**src/rtl/stopwatch_display_scan.sv**
```systemverilog
// Four-digit multiplexed 7-segment presenter for the stopwatch BCD counters.
// The displayed value only changes at frame boundaries; a snapshot register supports freeze/lap.
//
// state  | meaning
// S_IDLE | no snapshot request outstanding
// S_PEND | request seen, capture at next frame boundary
module stopwatch_display_scan #(
  parameter int CLK_DIV  = 50000,
  parameter bit BLANK_EN = 1'b1
) (
  input  logic        CLK,
  input  logic        RST,
  input  logic [15:0] DIGITS_IN,
  input  logic [3:0]  DP_MASK,
  input  logic        FREEZE,
  input  logic        SNAP_REQ,
  input  logic        BLANK_LZ,
  output logic        SNAP_ACK,
  output logic        FRAME,
  output logic [3:0]  AN,
  output logic [6:0]  SEG,
  output logic        DP
);

  localparam int PW = (CLK_DIV > 2) ? $clog2(CLK_DIV) : 1;
  localparam logic [PW-1:0] PRESC_LAST = PW'(CLK_DIV - 1);

  typedef enum logic [0:0] {
    S_IDLE = 1'b0,
    S_PEND = 1'b1
  } snap_state_t;

  snap_state_t r_state;
  snap_state_t w_state_nxt;

  logic [PW-1:0] r_presc;
  logic [1:0]    r_index;
  logic [15:0]   r_disp;
  logic [15:0]   r_snap;
  logic          r_frame;
  logic          r_ack;
  logic [3:0]    r_an;
  logic [6:0]    r_seg;
  logic          r_dp;

  logic          w_tick;
  logic          w_boundary;
  logic          w_capture;
  logic [3:0]    w_digit;
  logic          w_blank;
  logic [6:0]    w_seg_dec;

  function automatic logic [6:0] seg_decode(input logic [3:0] d);
    logic [6:0] s;
    case (d)
      4'd0:    s = 7'b1000000;
      4'd1:    s = 7'b1111001;
      4'd2:    s = 7'b0100100;
      4'd3:    s = 7'b0110000;
      4'd4:    s = 7'b0011001;
      4'd5:    s = 7'b0010010;
      4'd6:    s = 7'b0000010;
      4'd7:    s = 7'b1111000;
      4'd8:    s = 7'b0000000;
      4'd9:    s = 7'b0010000;
      default: s = 7'b0111111;
    endcase
    return s;
  endfunction

  assign w_tick     = (r_presc == PRESC_LAST);
  assign w_boundary = w_tick && (r_index == 2'd3);

  always_ff @(posedge CLK or negedge RST) begin
    if (!RST) begin
      r_presc <= '0;
      r_index <= 2'd0;
    end else begin
      r_presc <= w_tick ? '0 : r_presc + 1'b1;
      if (w_tick) r_index <= r_index + 2'd1;
    end
  end

  // Snapshot handshake: a request in the boundary cycle itself is captured immediately.
  always_comb begin
    w_state_nxt = r_state;
    w_capture   = 1'b0;
    case (r_state)
      S_IDLE: begin
        if (SNAP_REQ) begin
          if (w_boundary) w_capture   = 1'b1;
          else            w_state_nxt = S_PEND;
        end
      end
      S_PEND: begin
        if (w_boundary) begin
          w_capture   = 1'b1;
          w_state_nxt = S_IDLE;
        end
      end
      default: w_state_nxt = S_IDLE;
    endcase
  end

  always_ff @(posedge CLK or negedge RST) begin
    if (!RST) r_state <= S_IDLE;
    else      r_state <= w_state_nxt;
  end

  // DISP samples the old SNAP when both load together, so a new lap shows one frame later.
  always_ff @(posedge CLK or negedge RST) begin
    if (!RST) begin
      r_disp  <= 16'h0000;
      r_snap  <= 16'h0000;
      r_frame <= 1'b0;
      r_ack   <= 1'b0;
    end else begin
      r_frame <= w_boundary;
      r_ack   <= w_capture;
      if (w_boundary) r_disp <= FREEZE ? r_snap : DIGITS_IN;
      if (w_capture)  r_snap <= DIGITS_IN;
    end
  end

  always_comb begin
    w_digit = r_disp[3:0];
    case (r_index)
      2'd0: w_digit = r_disp[3:0];
      2'd1: w_digit = r_disp[7:4];
      2'd2: w_digit = r_disp[11:8];
      2'd3: w_digit = r_disp[15:12];
      default: w_digit = r_disp[3:0];
    endcase
  end

  always_comb begin
    w_blank = 1'b0;
    if (BLANK_EN && BLANK_LZ) begin
      if (r_index == 2'd3) w_blank = (r_disp[15:12] == 4'd0);
      if (r_index == 2'd2) w_blank = (r_disp[15:8] == 8'd0);
    end
  end

  assign w_seg_dec = seg_decode(w_digit);

  always_ff @(posedge CLK or negedge RST) begin
    if (!RST) begin
      r_an  <= 4'b1111;
      r_seg <= 7'b1111111;
      r_dp  <= 1'b1;
    end else begin
      r_an  <= ~(4'b0001 << r_index);
      r_seg <= w_blank ? 7'b1111111 : w_seg_dec;
      r_dp  <= ~DP_MASK[r_index];
    end
  end

  assign SNAP_ACK = r_ack;
  assign FRAME    = r_frame;
  assign AN       = r_an;
  assign SEG      = r_seg;
  assign DP       = r_dp;

endmodule

```
**config.mk**
```make
export PLATFORM = sky130hd
export DESIGN_NAME = stopwatch_display_scan
export DESIGN_NICKNAME = d
export VERILOG_FILES = /design/src/rtl/stopwatch_display_scan.sv
export SDC_FILE = /design/constraint.sdc
export NUM_CORES = 1
export LEC_CHECK = 0
export ABC_AREA = 1
export BUFFER_PORTS_ARGS = -buffer_cell sky130_fd_sc_hd__buf_4
export CAP_MARGIN = 20
export CELL_PAD_IN_SITES_DETAIL_PLACEMENT = 1
export CELL_PAD_IN_SITES_GLOBAL_PLACEMENT = 1
export CORE_MARGIN = 2
export CORE_UTILIZATION = 39
export DETAILED_ROUTE_END_ITERATION = 8
export GPL_TIMING_DRIVEN = 0
export PLACE_DENSITY_LB_ADDON = 0.1
export SLEW_MARGIN = 20
export SYNTH_ARGS = -nofsm -noshare
export SYNTH_HDL_FRONTEND = slang
export SYNTH_SLANG_ARGS = --single-unit
```
**constraint.sdc**
```tcl
create_clock -name CLK -period 1.8 [get_ports CLK]
set_clock_uncertainty 0.15 [all_clocks]
set_input_delay 0.27 -clock CLK [delete_from_list [all_inputs] [get_ports CLK]]
set_output_delay 0.27 -clock CLK [all_outputs]
set_load 0.02 [all_outputs]
```
==> impl_metrics.env <==
export IMPL_status="finished with violations"
export IMPL_violations="setup timing"
export IMPL_critPathSlowestCell="dfrtp_2"
export IMPL_grtUsageTotal=0.203
export IMPL_place_area_um2=3720
export IMPL_synth_distinct_cells=31
export IMPL_slew_limit_headroom=0.460
export IMPL_synth_nets=432
export IMPL_tightest_slew_ps=809
export IMPL_fin_cells=592
export IMPL_maxCapViolCount=0
export IMPL_power_leakage_nw=2.25
export IMPL_max_stage_delay_ps=470
export IMPL_stdcell_area_um2=4560
export IMPL_drv_slew=0
export IMPL_die_area_um2=9220
export IMPL_cp_required_ps=1910
export IMPL_detail_route_wl_per_cell_um=15.4
export IMPL_power_mw=2.80
export IMPL_cts_buffer_depth=2
export IMPL_setup_ws_ps=-105
export IMPL_hp_class="in2reg"
export IMPL_cp_max_fo=5
export IMPL_initialDrtViolationCount=63
export IMPL_clk_pin_slew_ps=80
export IMPL_fp_dieW_um=96.0
export IMPL_tritoncts="built"
export IMPL_grt_antenna_before_repair=0
export IMPL_drc=0
export IMPL_cts_made_buffers=9
export IMPL_netlist_area_leader_share=0.402
export IMPL_synth_top_cell_by_area="dfrtp_1"
export IMPL_fin_crit_sh=1.06
export IMPL_num_io_pins=39
export IMPL_h_tree_depth=3
export IMPL_setup_viol=6
export IMPL_crit_chain="inv_4 > ha_4 > inv_4 > nor2_2 > o21bai_4 > buf_6 > ha_4 > nand3_2 > nand3_2 > nand3_2"
export IMPL_wl_um=9090
export IMPL_grt_overflow=0
export IMPL_syn_avg_cell_area_um2=8.30
export IMPL_fillCellCount=978
export IMPL_syn_to_final_growth_pct=38.1
export IMPL_clkSinkCount=65
export IMPL_ir_drop_mv=0.372
export IMPL_grt_pass1_vias=3015
export IMPL_via_count=2881
export IMPL_ys_seq_area_frac=0.497
export IMPL_synth_cells=398
export IMPL_ys_seq_elements=65
export IMPL_core_area_um2=8220
export IMPL_arrival_ps=2020
export IMPL_nNetsFinal=516
export IMPL_num_rows=33
export IMPL_place_hpwl_um=5880
export IMPL_min_period_ps=1910
export IMPL_syn_area_um2=3300
export IMPL_start_util=0.402
export IMPL_fp_dieH_um=96.0
export IMPL_grt_max_degree=66
export IMPL_rsz0062_at_grt="true"
export IMPL_critPathCaptureType="flop"
export IMPL_final_hold_violation_count=0
export IMPL_clock_latency_ps=340
export IMPL_dpl_cell_count=540
export IMPL_diodes=0
export IMPL_drive_gt1_frac=0.372
export IMPL_final_antenna_net_count=0
export IMPL_tns_ps=-381
export IMPL_fmax_ghz=0.525
export IMPL_yosys_warnings=0
export IMPL_dr_pass1_iters=4
export IMPL_dp_slack_ps=-282
export IMPL_vias_per_cell=4.87
export IMPL_power_density_nw_per_um2=614
export IMPL_start_kind="flop"
export IMPL_crit_top_cell="nand3_2"
export IMPL_numPortBuffers=37
export IMPL_ctsRootBufferMaster="clkbuf_8"
export IMPL_criticalPathCategory="reg2reg"
export IMPL_ys_top_cells_by_area="dfrtp_1 (40%), nand2_1 (16%), dfstp_2 (9.5%)"
export IMPL_place_gp_congestion=0.804
export IMPL_grt_pass1_wl_um=14200
==> cell type report <==
cell class              count  area, um2  share of cell area
multi-input cells         282       1740               0.381
flip-flops and latches     65       1650               0.361
repair buffers             73        617               0.135
inverters                  43        174              0.0381
clock buffers              11        131              0.0288
well taps                 105        131              0.0288
plain buffers               7       61.3              0.0134
clock inverters             5       56.3              0.0123
repair inverters            1       7.51             0.00165
==> synth_stat cells, drive strengths merged <==
cell,count
nand2,146
dfrtp,53
inv,42
nor2,38
nand3,35
mux2,16
dfstp,12
ha,9
o21ai,9
nor3,8
buf,7
xor2,6
a21oi,4
nand4,4
o21bai,4
a31oi,1
a32o,1
clkbuf,1
clkinv,1
or2,1
==> stage by stage <==
step | util | hold slack (ps)
2_1_floorplan | - | -176
3_3_place_gp | 0.453 | 272
3_5_place_dp | 0.453 | 274
4_1_cts | 0.520 | 0.951
5_1_grt | 0.555 | 11.5
6_report | 0.555 | 8.93
==> layout by cell type, fill, tap and decap left out, types with 8 or more instances in the layout <==
cell type      synthesis  final
dfrtp_1               53     50
dlygate4sd3_1          0      8
dfstp_2               12     12
nand2_2                1     14
inv_1                 37     32
nand2_1              144    127
buf_4                  3     59
nand3_1               35     26
nand3_2                0      9
clkbuf_8               0      9
mux2_2                16     16
nor2_1                35     27
==> metal layers <==
layer	part of all wire	global-route usage
met5	0	0
met4	0.016	0.0762
met3	0.026	0.0415
met1	0.44	0.248
met2	0.52	0.352
==> sequential cells by signal, indices dropped and copies added (netlist names) <==
signal / cells
AN: 4
DP: 1
FRAME: 1
SEG: 7
SNAP_ACK: 1
r_disp: 16
r_index: 2
r_presc: 16
r_snap: 16
r_state: 1
==> path summary, 6_finish.rpt <==
check | startpoint | endpoint | slack [ps] | cells past startpoint
setup / recovery | r_index[0]$_DFFE_PN0N_ | SEG[4]$_DFF_PN1_ | -110 | 10
hold / removal | DIGITS_IN[13] | r_snap[13]$_DFFE_PN0P_ | 9 | 3
setup reg to reg | r_index[0]$_DFFE_PN0N_ | SEG[4]$_DFF_PN1_ | -110 | 10
hold reg to reg | r_snap[8]$_DFFE_PN0P_ | r_snap[8]$_DFFE_PN0P_ | 330 | 2
max in group asynchronous | RST | r_index[0]$_DFFE_PN0N_ | 510 | 2
min in group asynchronous | RST | r_snap[14]$_DFFE_PN0P_ | 430 | 2
==> where the power goes <==
| part | internal [mW] | switching (mW) |
|---|---|---|
| clock network | 0.638 | 0.571 |
| registers | 1.46 | 0.000308 |
| logic | 0.0659 | 0.0612 |
| total | 2.17 | 0.633 |
==> worst max-delay path, delay by kind of cell (launching register included) <==
| family | cells | cell delay, ps |
|---|---|---|
| compound gates | 1 | 190 |
| flops | 1 | 470 |
| buf+inv | 3 | 330 |
| fa+ha+maj | 2 | 310 |
| simple gates | 4 | 380 |
==> what timing repair did <==
item / in CTS / in global routing
hold buffers: 8 / 0
gates resized for setup: 42 / 47
gates cloned: 1 / 1
endpoints found under the setup margin: 37 / 43
pin swaps: 15 / 27
setup buffers: 14 / 13
hold endpoints to repair: 60 / 0
==> cells by family after synthesis <==
kind of cell | count (synthesis) | synth area share
XOR/XNOR | 6 | 0.0159
multiplexers | 16 | 0.0545
buffers and inverters | 51 | 0.0644
adder cells (fa/ha/maj) | 9 | 0.0341
flip-flops | 65 | 0.497
AO/OA/AOI/OAI | 19 | 0.0360
AND/OR/NAND/NOR | 232 | 0.298
(Power assumes the default switching activity.)
